--- src/rtl/ddr_pkg.sv ---
// Shared types for the DDR port scheduler: controller command codes and FSM states.
// No logic of its own; the helper function is pure combinational arithmetic.
// No flow control here; users apply it in their own handshakes.
package ddr_pkg;

    typedef enum logic [2:0] {
        CMD_WRITE = 3'b000,
        CMD_READ  = 3'b001
    } ddr_cmd_t;

    typedef enum logic [1:0] {
        ST_IDLE  = 2'd0,
        ST_ARB   = 2'd1,
        ST_WRITE = 2'd2,
        ST_READ  = 2'd3
    } sched_state_t;

    // Port index 'off' places after 'base', wrapping modulo n (off < n, base < n).
    function automatic int rr_wrap(input int base, input int off, input int n);
        int s;
        s = base + off;
        return (s >= n) ? s - n : s;
    endfunction

endpackage

--- src/rtl/ddr_port_scheduler_if.sv ---
// Push/pop channel between the scheduler and its read-tag FIFO.
// Purely structural; no latency of its own.
// Producer must not push when full unless popping the same cycle; pop is ignored when empty.
interface ddr_port_scheduler_if #(
    parameter int WIDTH = 1
);
    logic             push_vld;
    logic [WIDTH-1:0] push_dat;
    logic             pop_vld;
    logic [WIDTH-1:0] pop_dat;
    logic             full;
    logic             empty;

    modport master (
        output push_vld, push_dat, pop_vld,
        input  pop_dat, full, empty
    );

    modport slave (
        input  push_vld, push_dat, pop_vld,
        output pop_dat, full, empty
    );
endinterface

--- src/rtl/ddr_tag_fifo.sv ---
// Synchronous FIFO of port indices for outstanding reads, returned in issue order.
// pop_dat shows the head combinationally; a push is visible at the head one cycle later.
// Full blocks a lone push; push+pop in the same cycle is accepted even when full.
module ddr_tag_fifo #(
    parameter int DEPTH = 16,
    parameter int WIDTH = 1
) (
    input  logic clk_i,
    input  logic rst_n_i,
    ddr_port_scheduler_if.slave tag_if
);
    localparam int PTR_W = (DEPTH > 1) ? $clog2(DEPTH) : 1;

    logic [WIDTH-1:0] mem_q [DEPTH];
    logic [WIDTH-1:0] mem_d [DEPTH];
    logic [PTR_W-1:0] wr_ptr_q, wr_ptr_d;
    logic [PTR_W-1:0] rd_ptr_q, rd_ptr_d;
    logic [PTR_W:0]   count_q, count_d;
    logic             do_push;
    logic             do_pop;

    assign tag_if.full    = (count_q == (PTR_W + 1)'(DEPTH));
    assign tag_if.empty   = (count_q == '0);
    assign tag_if.pop_dat = mem_q[rd_ptr_q];

    // Next-state for storage, pointers and occupancy.
    always_comb begin
        mem_d    = mem_q;
        wr_ptr_d = wr_ptr_q;
        rd_ptr_d = rd_ptr_q;
        count_d  = count_q;
        do_pop   = tag_if.pop_vld & ~tag_if.empty;
        do_push  = tag_if.push_vld & (~tag_if.full | do_pop);
        if (do_push) begin
            mem_d[wr_ptr_q] = tag_if.push_dat;
            wr_ptr_d        = wr_ptr_q + 1'b1;
        end
        if (do_pop) begin
            rd_ptr_d = rd_ptr_q + 1'b1;
        end
        case ({do_push, do_pop})
            2'b10:   count_d = count_q + 1'b1;
            2'b01:   count_d = count_q - 1'b1;
            default: count_d = count_q;
        endcase
    end

    // Pointer and occupancy registers; reset empties the FIFO.
    always_ff @(posedge clk_i) begin
        if (!rst_n_i) begin
            wr_ptr_q <= '0;
            rd_ptr_q <= '0;
            count_q  <= '0;
        end else begin
            wr_ptr_q <= wr_ptr_d;
            rd_ptr_q <= rd_ptr_d;
            count_q  <= count_d;
        end
    end

    // Tag storage; contents are don't-care until pushed, so no reset.
    always_ff @(posedge clk_i) begin
        mem_q <= mem_d;
    end

endmodule

--- src/rtl/ddr_port_scheduler.sv ---
// Round-robin scheduler of N single-beat ports onto a DDR controller app interface.
// Hold->command >= 3 cycles (IDLE, ARB, issue); read data reaches the port 1 cycle after return.
// Per-port ready drops while its hold is full; reads stall while the tag FIFO is full.
module ddr_port_scheduler
    import ddr_pkg::*;
#(
    parameter  int NUM_PORTS  = 2,
    parameter  int ADDR_WIDTH = 27,
    parameter  int DATA_WIDTH = 64,
    parameter  int TAG_DEPTH  = 16,
    localparam int MASK_WIDTH = DATA_WIDTH / 8
) (
    input  logic                                 clk_i,
    input  logic                                 rst_n_i,
    input  logic [NUM_PORTS-1:0]                 port_req_i,
    input  logic [NUM_PORTS-1:0]                 port_write_i,
    input  logic [NUM_PORTS-1:0][ADDR_WIDTH-1:0] port_addr_i,
    input  logic [NUM_PORTS-1:0][DATA_WIDTH-1:0] port_wdata_i,
    input  logic [NUM_PORTS-1:0][MASK_WIDTH-1:0] port_wmask_i,
    output logic [NUM_PORTS-1:0]                 port_ready_o,
    output logic [DATA_WIDTH-1:0]                port_rdata_o,
    output logic [NUM_PORTS-1:0]                 port_rvalid_o,
    input  logic                                 init_calib_complete_i,
    output logic                                 app_en_o,
    output logic [2:0]                           app_cmd_o,
    output logic [ADDR_WIDTH-1:0]                app_addr_o,
    input  logic                                 app_rdy_i,
    output logic                                 app_wdf_wren_o,
    output logic                                 app_wdf_end_o,
    output logic [DATA_WIDTH-1:0]                app_wdf_data_o,
    output logic [MASK_WIDTH-1:0]                app_wdf_mask_o,
    input  logic                                 app_wdf_rdy_i,
    input  logic [DATA_WIDTH-1:0]                app_rd_data_i,
    input  logic                                 app_rd_data_valid_i,
    output logic                                 err_o
);
    localparam int IDX_W = (NUM_PORTS > 1) ? $clog2(NUM_PORTS) : 1;

    // Per-port holding registers.
    logic [NUM_PORTS-1:0]                 hold_vld_q, hold_vld_d;
    logic [NUM_PORTS-1:0]                 hold_wr_q, hold_wr_d;
    logic [NUM_PORTS-1:0][ADDR_WIDTH-1:0] hold_addr_q, hold_addr_d;
    logic [NUM_PORTS-1:0][DATA_WIDTH-1:0] hold_data_q, hold_data_d;
    logic [NUM_PORTS-1:0][MASK_WIDTH-1:0] hold_mask_q, hold_mask_d;

    // Scheduler state.
    sched_state_t         state_q, state_d;
    logic [IDX_W-1:0]     grant_q, grant_d;
    logic [IDX_W-1:0]     rr_ptr_q, rr_ptr_d;
    logic                 cmd_done_q, cmd_done_d;
    logic                 wdf_done_q, wdf_done_d;

    // Read return path.
    logic                 err_q, err_d;
    logic [DATA_WIDTH-1:0] rdata_q, rdata_d;
    logic [NUM_PORTS-1:0] rvalid_q, rvalid_d;

    // Combinational helpers.
    logic [NUM_PORTS-1:0] ready_int;
    logic [NUM_PORTS-1:0] load;
    logic [NUM_PORTS-1:0] eligible;
    logic [NUM_PORTS-1:0] hold_clr;
    logic                 pick_vld;
    logic [IDX_W-1:0]     pick_idx;
    logic [IDX_W-1:0]     cand;
    logic                 app_en;
    logic                 app_wren;
    ddr_cmd_t             app_cmd;
    logic                 cmd_acc;
    logic                 wdf_acc;
    logic                 tag_push;
    logic                 tag_pop;

    ddr_port_scheduler_if #(.WIDTH(IDX_W)) tag_if ();

    ddr_tag_fifo #(
        .DEPTH (TAG_DEPTH),
        .WIDTH (IDX_W)
    ) u_tag_fifo (
        .clk_i   (clk_i),
        .rst_n_i (rst_n_i),
        .tag_if  (tag_if)
    );

    assign tag_if.push_vld = tag_push;
    assign tag_if.push_dat = grant_q;
    assign tag_if.pop_vld  = tag_pop;

    assign ready_int = ~hold_vld_q & {NUM_PORTS{init_calib_complete_i}};
    assign load      = port_req_i & ready_int;
    // A read may only win if its tag has somewhere to go.
    assign eligible  = hold_vld_q & (hold_wr_q | {NUM_PORTS{~tag_if.full}});

    // Round-robin pick: scan from farthest to nearest so the port closest after the pointer wins.
    always_comb begin
        pick_vld = 1'b0;
        pick_idx = '0;
        cand     = '0;
        for (int k = NUM_PORTS - 1; k >= 0; k--) begin
            cand = IDX_W'(rr_wrap(int'(rr_ptr_q), k, NUM_PORTS));
            if (eligible[cand]) begin
                pick_vld = 1'b1;
                pick_idx = cand;
            end
        end
    end

    // Scheduler FSM next-state and controller-side outputs.
    always_comb begin
        state_d    = state_q;
        grant_d    = grant_q;
        rr_ptr_d   = rr_ptr_q;
        cmd_done_d = cmd_done_q;
        wdf_done_d = wdf_done_q;
        app_en     = 1'b0;
        app_wren   = 1'b0;
        app_cmd    = CMD_WRITE;
        cmd_acc    = 1'b0;
        wdf_acc    = 1'b0;
        tag_push   = 1'b0;
        hold_clr   = '0;
        case (state_q)
            ST_IDLE: begin
                if (init_calib_complete_i && (|hold_vld_q)) begin
                    state_d = ST_ARB;
                end
            end
            ST_ARB: begin
                if (pick_vld) begin
                    grant_d    = pick_idx;
                    rr_ptr_d   = IDX_W'(rr_wrap(int'(pick_idx), 1, NUM_PORTS));
                    cmd_done_d = 1'b0;
                    wdf_done_d = 1'b0;
                    state_d    = hold_wr_q[pick_idx] ? ST_WRITE : ST_READ;
                end else begin
                    state_d = ST_IDLE;
                end
            end
            ST_WRITE: begin
                app_en   = ~cmd_done_q;
                app_wren = ~wdf_done_q;
                app_cmd  = CMD_WRITE;
                cmd_acc  = app_en & app_rdy_i;
                wdf_acc  = app_wren & app_wdf_rdy_i;
                if ((cmd_done_q | cmd_acc) && (wdf_done_q | wdf_acc)) begin
                    hold_clr[grant_q] = 1'b1;
                    cmd_done_d        = 1'b0;
                    wdf_done_d        = 1'b0;
                    state_d           = ST_IDLE;
                end else begin
                    cmd_done_d = cmd_done_q | cmd_acc;
                    wdf_done_d = wdf_done_q | wdf_acc;
                end
            end
            ST_READ: begin
                app_en  = 1'b1;
                app_cmd = CMD_READ;
                if (app_rdy_i) begin
                    tag_push          = 1'b1;
                    hold_clr[grant_q] = 1'b1;
                    state_d           = ST_IDLE;
                end
            end
            default: state_d = ST_IDLE;
        endcase
    end

    // Holding registers: load on req & ready, clear when the granted command completes.
    always_comb begin
        hold_vld_d  = hold_vld_q;
        hold_wr_d   = hold_wr_q;
        hold_addr_d = hold_addr_q;
        hold_data_d = hold_data_q;
        hold_mask_d = hold_mask_q;
        for (int i = 0; i < NUM_PORTS; i++) begin
            if (hold_clr[i]) begin
                hold_vld_d[i] = 1'b0;
            end
            if (load[i]) begin
                hold_vld_d[i]  = 1'b1;
                hold_wr_d[i]   = port_write_i[i];
                hold_addr_d[i] = port_addr_i[i];
                hold_data_d[i] = port_wdata_i[i];
                hold_mask_d[i] = port_wmask_i[i];
            end
        end
    end

    // Read return: route each beat to the oldest tag, flag beats with no tag outstanding.
    always_comb begin
        tag_pop  = app_rd_data_valid_i & ~tag_if.empty;
        err_d    = err_q | (app_rd_data_valid_i & tag_if.empty);
        rvalid_d = '0;
        rdata_d  = rdata_q;
        if (tag_pop) begin
            rvalid_d[tag_if.pop_dat] = 1'b1;
            rdata_d                  = app_rd_data_i;
        end
    end

    // State registers with synchronous active-low reset.
    always_ff @(posedge clk_i) begin
        if (!rst_n_i) begin
            hold_vld_q  <= '0;
            hold_wr_q   <= '0;
            hold_addr_q <= '0;
            hold_data_q <= '0;
            hold_mask_q <= '0;
            state_q     <= ST_IDLE;
            grant_q     <= '0;
            rr_ptr_q    <= '0;
            cmd_done_q  <= 1'b0;
            wdf_done_q  <= 1'b0;
            err_q       <= 1'b0;
            rdata_q     <= '0;
            rvalid_q    <= '0;
        end else begin
            hold_vld_q  <= hold_vld_d;
            hold_wr_q   <= hold_wr_d;
            hold_addr_q <= hold_addr_d;
            hold_data_q <= hold_data_d;
            hold_mask_q <= hold_mask_d;
            state_q     <= state_d;
            grant_q     <= grant_d;
            rr_ptr_q    <= rr_ptr_d;
            cmd_done_q  <= cmd_done_d;
            wdf_done_q  <= wdf_done_d;
            err_q       <= err_d;
            rdata_q     <= rdata_d;
            rvalid_q    <= rvalid_d;
        end
    end

    // Reset is synchronous, so outputs are forced low while rst_n_i is asserted
    // rather than waiting for the next edge to clear the state behind them.
    assign port_ready_o   = rst_n_i ? ready_int : '0;
    assign port_rdata_o   = rst_n_i ? rdata_q : '0;
    assign port_rvalid_o  = rst_n_i ? rvalid_q : '0;
    assign err_o          = rst_n_i & err_q;
    assign app_en_o       = rst_n_i & app_en;
    assign app_cmd_o      = rst_n_i ? app_cmd : CMD_WRITE;
    assign app_addr_o     = rst_n_i ? hold_addr_q[grant_q] : '0;
    assign app_wdf_wren_o = rst_n_i & app_wren;
    assign app_wdf_end_o  = rst_n_i & app_wren;
    assign app_wdf_data_o = rst_n_i ? hold_data_q[grant_q] : '0;
    assign app_wdf_mask_o = rst_n_i ? hold_mask_q[grant_q] : '0;

endmodule

--- config.mk ---
export PLATFORM = sky130hd
export DESIGN_NAME = ddr_port_scheduler
export DESIGN_NICKNAME = d
export VERILOG_FILES = /design/src/rtl/ddr_pkg.sv /design/src/rtl/ddr_port_scheduler_if.sv /design/src/rtl/ddr_tag_fifo.sv /design/src/rtl/ddr_port_scheduler.sv
export SDC_FILE = /design/constraint.sdc
export NUM_CORES = 1
export LEC_CHECK = 0
export ABC_CLOCK_PERIOD_IN_PS = 2900
export CORE_MARGIN = 8
export CORE_UTILIZATION = 40
export CTS_BUF_LIST = sky130_fd_sc_hd__clkbuf_4
export DETAILED_ROUTE_END_ITERATION = 7
export PLACE_DENSITY_LB_ADDON = 0.12
export RECOVER_POWER = 25
export SYNTH_ARGS = -nofsm -noshare
export SYNTH_HDL_FRONTEND = slang
export SYNTH_SLANG_ARGS = --single-unit
--- constraint.sdc ---
create_clock -name clk_i -period 2.9 [get_ports clk_i]
set_clock_uncertainty 0.05 [all_clocks]
set_input_delay 0.435 -clock clk_i [delete_from_list [all_inputs] [get_ports clk_i]]
set_output_delay 0.435 -clock clk_i [all_outputs]
set_load 0.05 [all_outputs]
Yosys cells after proc, flatten, opt, wreduce, memory -nomap -nowiden
Cells that the tools add are included.
Word-level totals
  output and inout bits: 174
  word-level logic and storage cells: 169
  input port bits: 272
  flip-flop bits (word level): 304
Cells by class
  magnitude comparators: 13
  bitwise operators: 24
  reductions and logical operators: 16
  equality and inequality tests: 10
  add/subtract/negate cells: 9
  mux-type cells: 60
Operators with widths (count)
  $mux 64: 4
  $mux 27: 3
  $mux 1: 30
  $mux 8: 3
  $bwmux 16: 1
  $mux 2: 8
  $ge 5x5->1 const B: 2
  $lt 1x2->1 const B: 5
  $not 4->5: 2
  $pmux 5 s2: 1
  $and 1x1->1: 9
  $add 4x1->4 const B: 2
  $ne 2x2->1 const B: 4
  $pmux 2 s4: 1
  $reduce_bool 2->1: 4
  $and 2x2->2: 3
  $eq 2x2->1 const B: 3
  $pmux 1 s2: 3
  $reduce_and 2->1: 3
  $add 5x1->5 const B: 1
  $eq 5x5->1 const B: 1
  $logic_and 1x1->1: 5
  $logic_not 5->1: 1
  $lt 5x1->1 const B: 1
  19 further kinds: 32

Logic depth before layout (Yosys ltp)
Gate-level depths: netlist of the first run.
  word-level depth: 13
  gate-level depth with buffers: 15
  depth with buffers taken out: 11

Hierarchy
From an unflattened synthesis of the first run, not the netlist that was laid out.
Unflattened totals
  cell total of the unflattened synthesis: 1669
  area total of the unflattened synthesis: 13867.0 um2
Modules (own cells, without submodules)
  ddr_port_scheduler: seq. area each 5505.3 um2, cells each 1523, instances 1, area each 12251.8 um2
  ddr_tag_fifo: seq. area each 740.7 um2, cells each 146, instances 1, area each 1615.3 um2

Least setup slack after synthesis of the first run
No wires, ideal clock.
  kind: flip-flop to flip-flop
  start point: reg u_tag_fifo.count_q[1]
  end point: reg u_tag_fifo.count_q[2]
  slack: -70 ps
  required time: 2774 ps
  clock period less this slack: 2970 ps
  library setup time: 76 ps
  stages on the path, launching flop included: 15
  path buffers: 4
  data arrival time: 2845 ps
  path through: dfxtp_1 -> buf_6 -> or4_4 -> o21ai_2 -> inv_2 -> buf_6 -> buf_6 -> ha_1 -> clkbuf_1 -> xor2_1 -> ha_1 -> a21oi_1 -> xor2_1 -> or3_1 -> a21boi_0
Between the ends
  longest elaborated chain between the ends: 8
  elaborated cells between the ends (all ways): 14
  those cells by class: 2 x add/sub; 3 x eq/ne; 1 x mux; 6 x bitwise; 2 x reduce/logical
RTL lines
  start: declaration: RTL line ddr_tag_fifo.sv:18  | logic [PTR_W:0] count_q, count_d;
  start signal: assignment: RTL line ddr_tag_fifo.sv:57  | count_q <= count_d;
  $logic_not 5->1 (*): RTL line ddr_tag_fifo.sv:23  | assign tag_if.empty = (count_q == '0);
  $not 1->1 (*): RTL line ddr_port_scheduler.sv:191  | tag_pop = app_rd_data_valid_i & ~tag_if.empty;
  $and 1x1->1 (*): RTL line ddr_port_scheduler.sv:191
  named net tag_if.pop_vld: RTL line ddr_port_scheduler_if.sv:9  | logic pop_vld;
  $and 1x1->1 (*): RTL line ddr_tag_fifo.sv:32  | do_pop = tag_if.pop_vld & ~tag_if.empty;
  $or 1x1->1: RTL line ddr_tag_fifo.sv:33  | do_push = tag_if.push_vld & (~tag_if.full | do_pop);
  $and 1x1->1: RTL line ddr_tag_fifo.sv:33
  $eq 2x1->1 or $eq 2x2->1 (tied branches): RTL line ddr_tag_fifo.sv:41  | case ({do_push, do_pop})
  $pmux 5 s2 or $reduce_bool 2->1 (tied branches)
The timed path passes the listed nets; every way through them passes the cells marked *.
A chain may end at the register's enable or synchronous reset.

Worst setup path in the final report of the first run
  start point: in rst_n_i
  end point: out app_addr_o[9]
Between the ends
  longest elaborated chain between the ends: 1
RTL lines
  start: declaration: RTL line ddr_port_scheduler.sv:14  | input logic rst_n_i,
  $mux 27: RTL line ddr_port_scheduler.sv:242  | assign app_addr_o = rst_n_i ? hold_addr_q[grant_q] : '0;
  end: declaration: RTL line ddr_port_scheduler.sv:26  | output logic [ADDR_WIDTH-1:0] app_addr_o,
No other way between the ends.

==> results of run 1 <==
[path summary, 6_finish.rpt]
kind,startpoint,endpoint,slack (ns),cells past startpoint
worst min-delay path,port_wdata_i[102],hold_data_q[102]$_SDFFE_PN0P_,0.22,3
worst max register to register,u_tag_fifo.count_q[0]$_SDFFE_PN0P_,u_tag_fifo.count_q[4]$_SDFFE_PN0P_,0.22,11
worst max-delay path,rst_n_i,app_addr_o[9],0.15,6
worst min register to register,hold_addr_q[2]$_SDFFE_PN0P_,hold_addr_q[2]$_SDFFE_PN0P_,0.41,2
[metal layers]
layer | global-route usage [%] | wire (microns)
met1 | 24.76 | 18680
met2 | 35.33 | 21520
met3 | 8.604 | 3928
met4 | 8.192 | 1328
met5 | 0 | 59
[cells in the mapped netlist (2+ instances only)]
| master | instances |
|---|---|
| a211oi_1 | 2 |
| a31oi_1 | 3 |
| a21oi_1 | 6 |
| o211ai_1 | 2 |
| nor2_1 | 153 |
| buf_2 | 6 |
| mux2i_1 | 100 |
| edfxtp_1 | 16 |
| nand3_1 | 3 |
| clkbuf_1 | 111 |
| nand3b_1 | 3 |
| o21ai_0 | 71 |
| nand2_1 | 421 |
| nand4_1 | 2 |
| ha_1 | 9 |
| o21a_1 | 3 |
| nor3_1 | 6 |
| inv_1 | 7 |
| or2_2 | 2 |
| buf_1 | 7 |
| xor2_1 | 2 |
| dfxtp_1 | 288 |
| and3_1 | 5 |
| nand2b_1 | 7 |
| mux4_2 | 5 |
| buf_4 | 7 |
| xnor2_1 | 7 |
| nor2b_1 | 103 |
| buf_6 | 3 |
| a21boi_0 | 205 |
| nor3b_1 | 4 |
| and2_1 | 74 |
[stage by stage]
stage | setup WS (ns) | util, % | instances | total power, uW
4_1_cts | 0.08833 | 59.49 | 2603 | 12140
5_1_grt | 0.02245 | 59.47 | 2611 | 12650
3_5_place_dp | 0.03060 | 56.35 | 2459 | 8237
3_3_place_gp | 0.09815 | 56.35 | 2459 | 8181
6_report | 0.1541 | 59.48 | 2613 | 11950
2_1_floorplan | 0.02013 | - | 1662 | 7021
[report_power, final]
group / switching [uW] / total (uW) / internal (uW)
Combinational: 1860 / 3200 / 1340
Clock: 1750 / 3810 / 2060
Sequential: 258 / 4940 / 4680
Total: 3860 / 11900 / 8080
[cells in the final DEF, fill, tap and decap left out, types with 3 or more instances in the layout]
cell type and count:
buf_12 98, nand3b_1 3, clkinv_1 10, dfxtp_1 287
nor3_1 6, and3_1 5, nor2_1 152, nor3b_1 4
o21ai_0 71, ha_1 9, edfxtp_1 16, o21a_1 3
mux4_2 5, clkbuf_1 3, nor2b_1 103, diode_2 10
and2_1 74, nand2_1 421, a21boi_0 205, clkdlybuf4s50_1 270
xnor2_1 7, a31oi_1 3, a21oi_1 5, clkbuf_4 127
nand3_1 3, buf_4 107, nand2b_1 7, mux2i_1 100
inv_1 7
[sequential cells by signal (all words and copies together), names as in the netlist]
name	cells
u_tag_fifo.count_q	5
rvalid_q	2
hold_addr_q	54
u_tag_fifo.rd_ptr_q	4
hold_wr_q	2
cmd_done_q	1
hold_vld_q	2
state_q	2
u_tag_fifo.mem_q	16
grant_q	1
rr_ptr_q	1
u_tag_fifo.wr_ptr_q	4
err_q	1
hold_data_q	128
wdf_done_q	1
rdata_q	64
hold_mask_q	16
[worst max-delay path, cell delays in order]
cell and delay [ns]:
dlygate4sd3_1 0.58, buf_12 0.24, buf_12 0.29, buf_12 0.25, nor2b_1 0.16, buf_4 0.22
[layout make-up]
cell class	instances	area share, %
diodes	10	0.1230
clock buffers	127	4.686
clock inverters	12	0.3506
inverters	8	0.1476
multi-input cells	1216	34.11
flip-flops and latches	304	30.72
well taps	455	2.798
repair buffers	481	27.07
[repair_timing]
item | 4_1_cts | 5_1_grt
endpoints found under the setup margin | 35 | 1
setup buffers | 4 | 0
endpoints found under the hold margin | 31 | 0
hold buffers | 1 | 0
gates resized for setup | 2 | 1
[logic make-up after synthesis]
| group | synth area share (%) |
|---|---|
| compound gates | 15.15 |
| xor+xnor | 0.5733 |
| fa+ha+maj | 0.8190 |
| buf+inv | 4.286 |
| flops | 45.43 |
| mux | 8.099 |
| other cells | 0.02727 |
| simple gates | 25.62 |
==> reports/results.tsv, run 1 <==
stage	metric	value	unit
status	status	finished, violations left	
status	violations	max-capacitance violations, max-slew violations	
drt	dr_total_vias	12710	
critical_path	arrival	2.26	ns
drt	ant_nets	0	
critical_path	path_max_fanout	73	
pwr	p_leak	0.007602	uW
clock_network	clk_latency	0.73	ns
global_route	grt_pass1_wl	70500	microns
worst_hold_path	hold_class	in -> reg	
die	die-area	40560	sq um
layout	final_area	20340	sq um
critical_path	critical_path_required	2.41	ns
logic_synthesis	yosys-top-cells-area	dfxtp_1, nand2_1, a21boi_0	
pwr	power_density	587.2	nW/um^2
clock_network	cts_max_level	3	
global_route	grt_overflow	0	
logic_synthesis	yosys_warnings	0	
placement	io_buffers	443	
drt	drt-wirelength-per-cell	17.42	microns
logic_synthesis	syn_avg_cell_area	8.278	sq um
timing	hold_viol_final	0	
logic_synthesis	synth_top_area_share	41.93	%
drt	drc_errors	0	
global_route	grt_max_degree	131	
logic_synthesis	synth_area_leader_cell	dfxtp_1	
clock_network	cts_root_buf	clkbuf_4	
clock_network	cts_buffer_depth	3	
drt	viasPerCell	4.862	
global_route	antenna_found_initial	14	
logic_synthesis	ys.flop_type	dfxtp_1	
timing	final.setup.tns	0	ns
run	cap_violations	1	
critical_path	cp-end-kind	output port	
logic_synthesis	mappedNetlistArea	13750	sq um
layout	fin_nets	2374	
logic_synthesis	ys_seq_area_share	45.43	%
layout	final-seq-area	6250	sq um
layout	multiInputGateArea	6939	sq um
placement	hpwl	31910	microns
drt	drtIter0Drc	465	
logic_synthesis	synthCells	1661	
logic_synthesis	yosysUniqueCellTypes	50	
clock_network	cts_tree	done	
layout	area.growth.synth_to_final	47.97	%
placement	placed_area	19270	sq um
placement	gp_routability_congestion	0.8002	
timing	setup_viol	0	
die	initial_core_util	40.20	%
timing	slew_viol_final	7	
timing	max_freq	364.2	MHz
timing	maxSlewHeadroom	-6.766	%
timing	period_minus_slack	2.746	ns
layout	drive_gt1_share	16.20	%
die	num_io_pins	446	
timing	whs	0.2155	ns
logic_synthesis	synth_edf_count	16	
clock_network	cts_made_buffers	82	
drt	first_pass_iters	4	
timing	grt_setup_unrepaired	false	
timing	worst_pin_slew	1.596	ns
pwr	ir_worst_vdd	470.6	uV
die	core-area	34200	sq um
layout	n_fill_cell	3127	
clock_network	clk_pin_slew	0.06	ns
critical_path	crit_type	in -> out	
global_route	grt_pass1_vias	12720	
die	die_w	201.4	microns
timing	finalCritPeriodShare	94.69	%
drt	wl	45510	microns
logic_synthesis	async_flop_share	0	%
clock_network	cts_sinks	304	
global_route	gr-usage-all-layers	21.46	%
die	rows	68	
die	die_h	201.4	microns
logic_synthesis	ys_seq_elements	304	
critical_path	cp-start-kind	input port	
Note: power is estimated with default switching activity, not from simulation.
==> inputs of run 2 (changes only) <==
- CORE_UTILIZATION: 40 -> 43
==> run 2 against run 1 <==
Largest cell class unchanged. Utilization rose by 4.0 points. The flow still finishes with violations (max-capacitance violations, max-slew violations). Design area fell by 1.6%. Sequential share of layout area rose by 0.49 points. Count of clock-buffer cells in the layout fell by 2. Global-route usage rose by 1.2 points. Via count fell by 0.17%. Register-to-register slack barely moved. Routed wire length fell by 1.6%. Maximum frequency fell by 1.1%. Hold slack improved by 0.043 ns. Clock power rose by 6.3%.
==> reports/results.tsv, run 2 (synthesis results as in run 1) <==
stage	metric	value	unit	change
status	status	finished, violations left		
status	violations	max-capacitance violations, max-slew violations		
layout	final_common_cell	nand2_1		
pwr	p_sw	3851	uW	-0.37%
worst_hold_path	min_to	hold_data_q[38]$_SDFFE_PN0P_		
timing	hold_viol_final	0		unchanged
clock_network	cts_max_level	3		unchanged
layout	fin_nets	2375		+0.042%
global_route	grt_overflow	0		unchanged
drt	drc_errors	0		unchanged
pwr	pwr-share-seq	40.7	%	-0.7 points
drt	wl	44770	microns	-1.6%
layout	area.growth.synth_to_final	45.63	%	
pwr	switching_share	31.69	%	-0.66 points
clock_network	cts_root_buf	clkbuf_4		
placement	placed_area	18870	sq um	-2.1%
placement	hpwl	31400	microns	-1.6%
layout	reg.largest.list	hold_data_q: 128 flops, rdata_q: 64 flops, hold_addr_q: 54 flops		
layout	final_area	20020	sq um	-1.6%
layout	most-common-layout-cells	nand2_1, dfxtp_1, clkdlybuf4s50_1		
timing	setup_viol	0		unchanged
pwr	power_density	606.9	nW/um^2	+3.4%
die	die_h	194.8	microns	-3.3%
clock_network	clk_pin_slew	0.06	ns	about the same
timing	grt_setup_unrepaired	false		
timing	slew_viol_final	33		+26
drt	dr_total_vias	12680		-0.17%
timing	finalCritPeriodShare	95.78	%	+1.1 points
layout	largest_register	hold_data_q		
global_route	grt_pass1_wl	69630	microns	-1.2%
global_route	grt_max_degree	176		+34%
pwr	ir_worst_vdd	436.0	uV	-7.4%
clock_network	cts_tree	done		
critical_path	r2r-start	u_tag_fifo.count_q[0]$_SDFFE_PN0P_		
drt	viasPerCell	4.952		+1.9%
die	die_w	194.8	microns	-3.3%
critical_path	arrival	2.29	ns	+0.03 ns
drt	drt-wirelength-per-cell	17.48	microns	+0.38%
critical_path	crit_path_start	grant_q$_SDFFE_PN0P_		
die	die-area	37950	sq um	-6.4%
clock_network	cts_sinks	304		unchanged
clock_network	cts_buffer_depth	3		unchanged
die	initial_core_util	43.57	%	+3.4 points
run	cap_violations	1		unchanged
worst_hold_path	worstHoldStart	port_wdata_i[38]		
worst_hold_path	hold_class	in -> reg		
worst_hold_path	holdPathStages	3		unchanged
drt	first_pass_iters	5		+1
clock_network	cts_made_buffers	83		+1.2%
die	core-area	31560	sq um	-7.7%
drt	drtIter0Drc	487		+4.7%
global_route	gr-usage-all-layers	22.68	%	+1.2 points
critical_path	r2r.worst_path.cells	11		unchanged
timing	max_freq	360.0	MHz	-1.1%
pwr	pwr-share-clk	33.3	%	+1.4 points
pwr	p_leak	0.007538	uW	-0.85%
timing	final.setup.tns	0	ns	unchanged
timing	period_minus_slack	2.778	ns	+0.03160 ns
global_route	grt_pass1_vias	12770		+0.34%
critical_path	critical_path_required	2.41	ns	about the same
critical_path	cp-start-kind	flip-flop		
timing	worst_pin_slew	1.508	ns	-0.08713 ns
global_route	antenna_found_initial	11		-3
critical_path	r2r_end	u_tag_fifo.count_q[4]$_SDFFE_PN0P_		
die	rows	65		-4.4%
drt	ant_nets	0		unchanged
critical_path	crit_type	reg -> out		
pwr	comb_power_share	25.9	%	-0.9 points
die	num_io_pins	446		unchanged
layout	largest_register_ffs	128		unchanged
layout	drive_gt1_share	16.05	%	-0.15 points
critical_path	ff2ff_setup_slack	0.22	ns	about the same
clock_network	clk_latency	0.69	ns	-0.04 ns
critical_path	cp-end-kind	output port		
pwr	p_int	8300	uW	+2.7%
placement	io_buffers	443		unchanged
critical_path	path_max_fanout	12		-84%
clock_network	postCtsSetupBuffers	0		-4
timing	maxSlewHeadroom	-0.5641	%	+6.2 points
placement	gp_routability_congestion	0.8210		+2.6%
## run 2: worst max-delay path by stage
stage | end | cells after the start
6_report | app_wdf_data_o[37] | 3
5_1_grt | app_wdf_data_o[37] | 3
4_1_cts | app_wdf_data_o[37] | 3
3_5_place_dp | u_tag_fifo.count_q[4]$_SDFFE_PN0P_ | 12
3_3_place_gp | u_tag_fifo.count_q[4]$_SDFFE_PN0P_ | 12
2_1_floorplan | u_tag_fifo.count_q[2]$_SDFFE_PN0P_ | 14
## run 2: per-layer routing
layer | vias to the layer above | GRT usage (%) | share of wire (%)
li1 | 6310 | - | -
met2 | 441 | 37.35 | 47
met3 | 90 | 8.188 | 9.4
met5 | - | 0 | 0.065
met1 | 5838 | 26.15 | 41
met4 | 4 | 10.22 | 3.2
## run 2: worst max-delay path, cell delays in order (launching register included)
cell	delay (ns)
dfxtp_4	0.52
mux2i_1	0.14
nor2b_1	0.12
clkdlybuf4s50_1	0.81
## run 2: power groups by stage
stage / logic (uW) / registers [uW] / clock network (uW)
2_1_floorplan: 2110 / 4920 / 0
3_3_place_gp: 3130 / 5010 / 0
3_5_place_dp: 3160 / 5030 / 0
4_1_cts: 3190 / 4950 / 4180
5_1_grt: 3430 / 5010 / 4410
6_report: 3150 / 4950 / 4050
## run 2: final cells by class
type,count,area [sq um]
Fill cell,2719,11530
Multi-Input combinational cell,1216,6947
Sequential cell,304,6250
Timing Repair Buffer,481,5167
Clock buffer,125,938.4
Tap cell,402,503.0
Clock inverter,16,165.2
Inverter,8,30.03
Antenna cell,9,22.52
## run 2: metrics by stage
step                instances  setup WS [ns]  util, %  hold slack [ns]  power (uW)
floorplan                1662        0.02013        -           0.3830        7021
global placement         2409         0.1290    59.81           0.3993        8138
detailed placement       2409        0.06193    59.81           0.4043        8190
CTS                      2552        0.01077    63.46           0.1875       12320
global route             2561        0.01439    63.45           0.2321       12850
finish                   2561         0.1225    63.45           0.2582       12150
## run 2: timing repair
item                                   CTS  global route
resized for setup                        2             0
hold buffers                             1             0
setup endpoints to repair                1             0
endpoints found under the hold margin   12             0
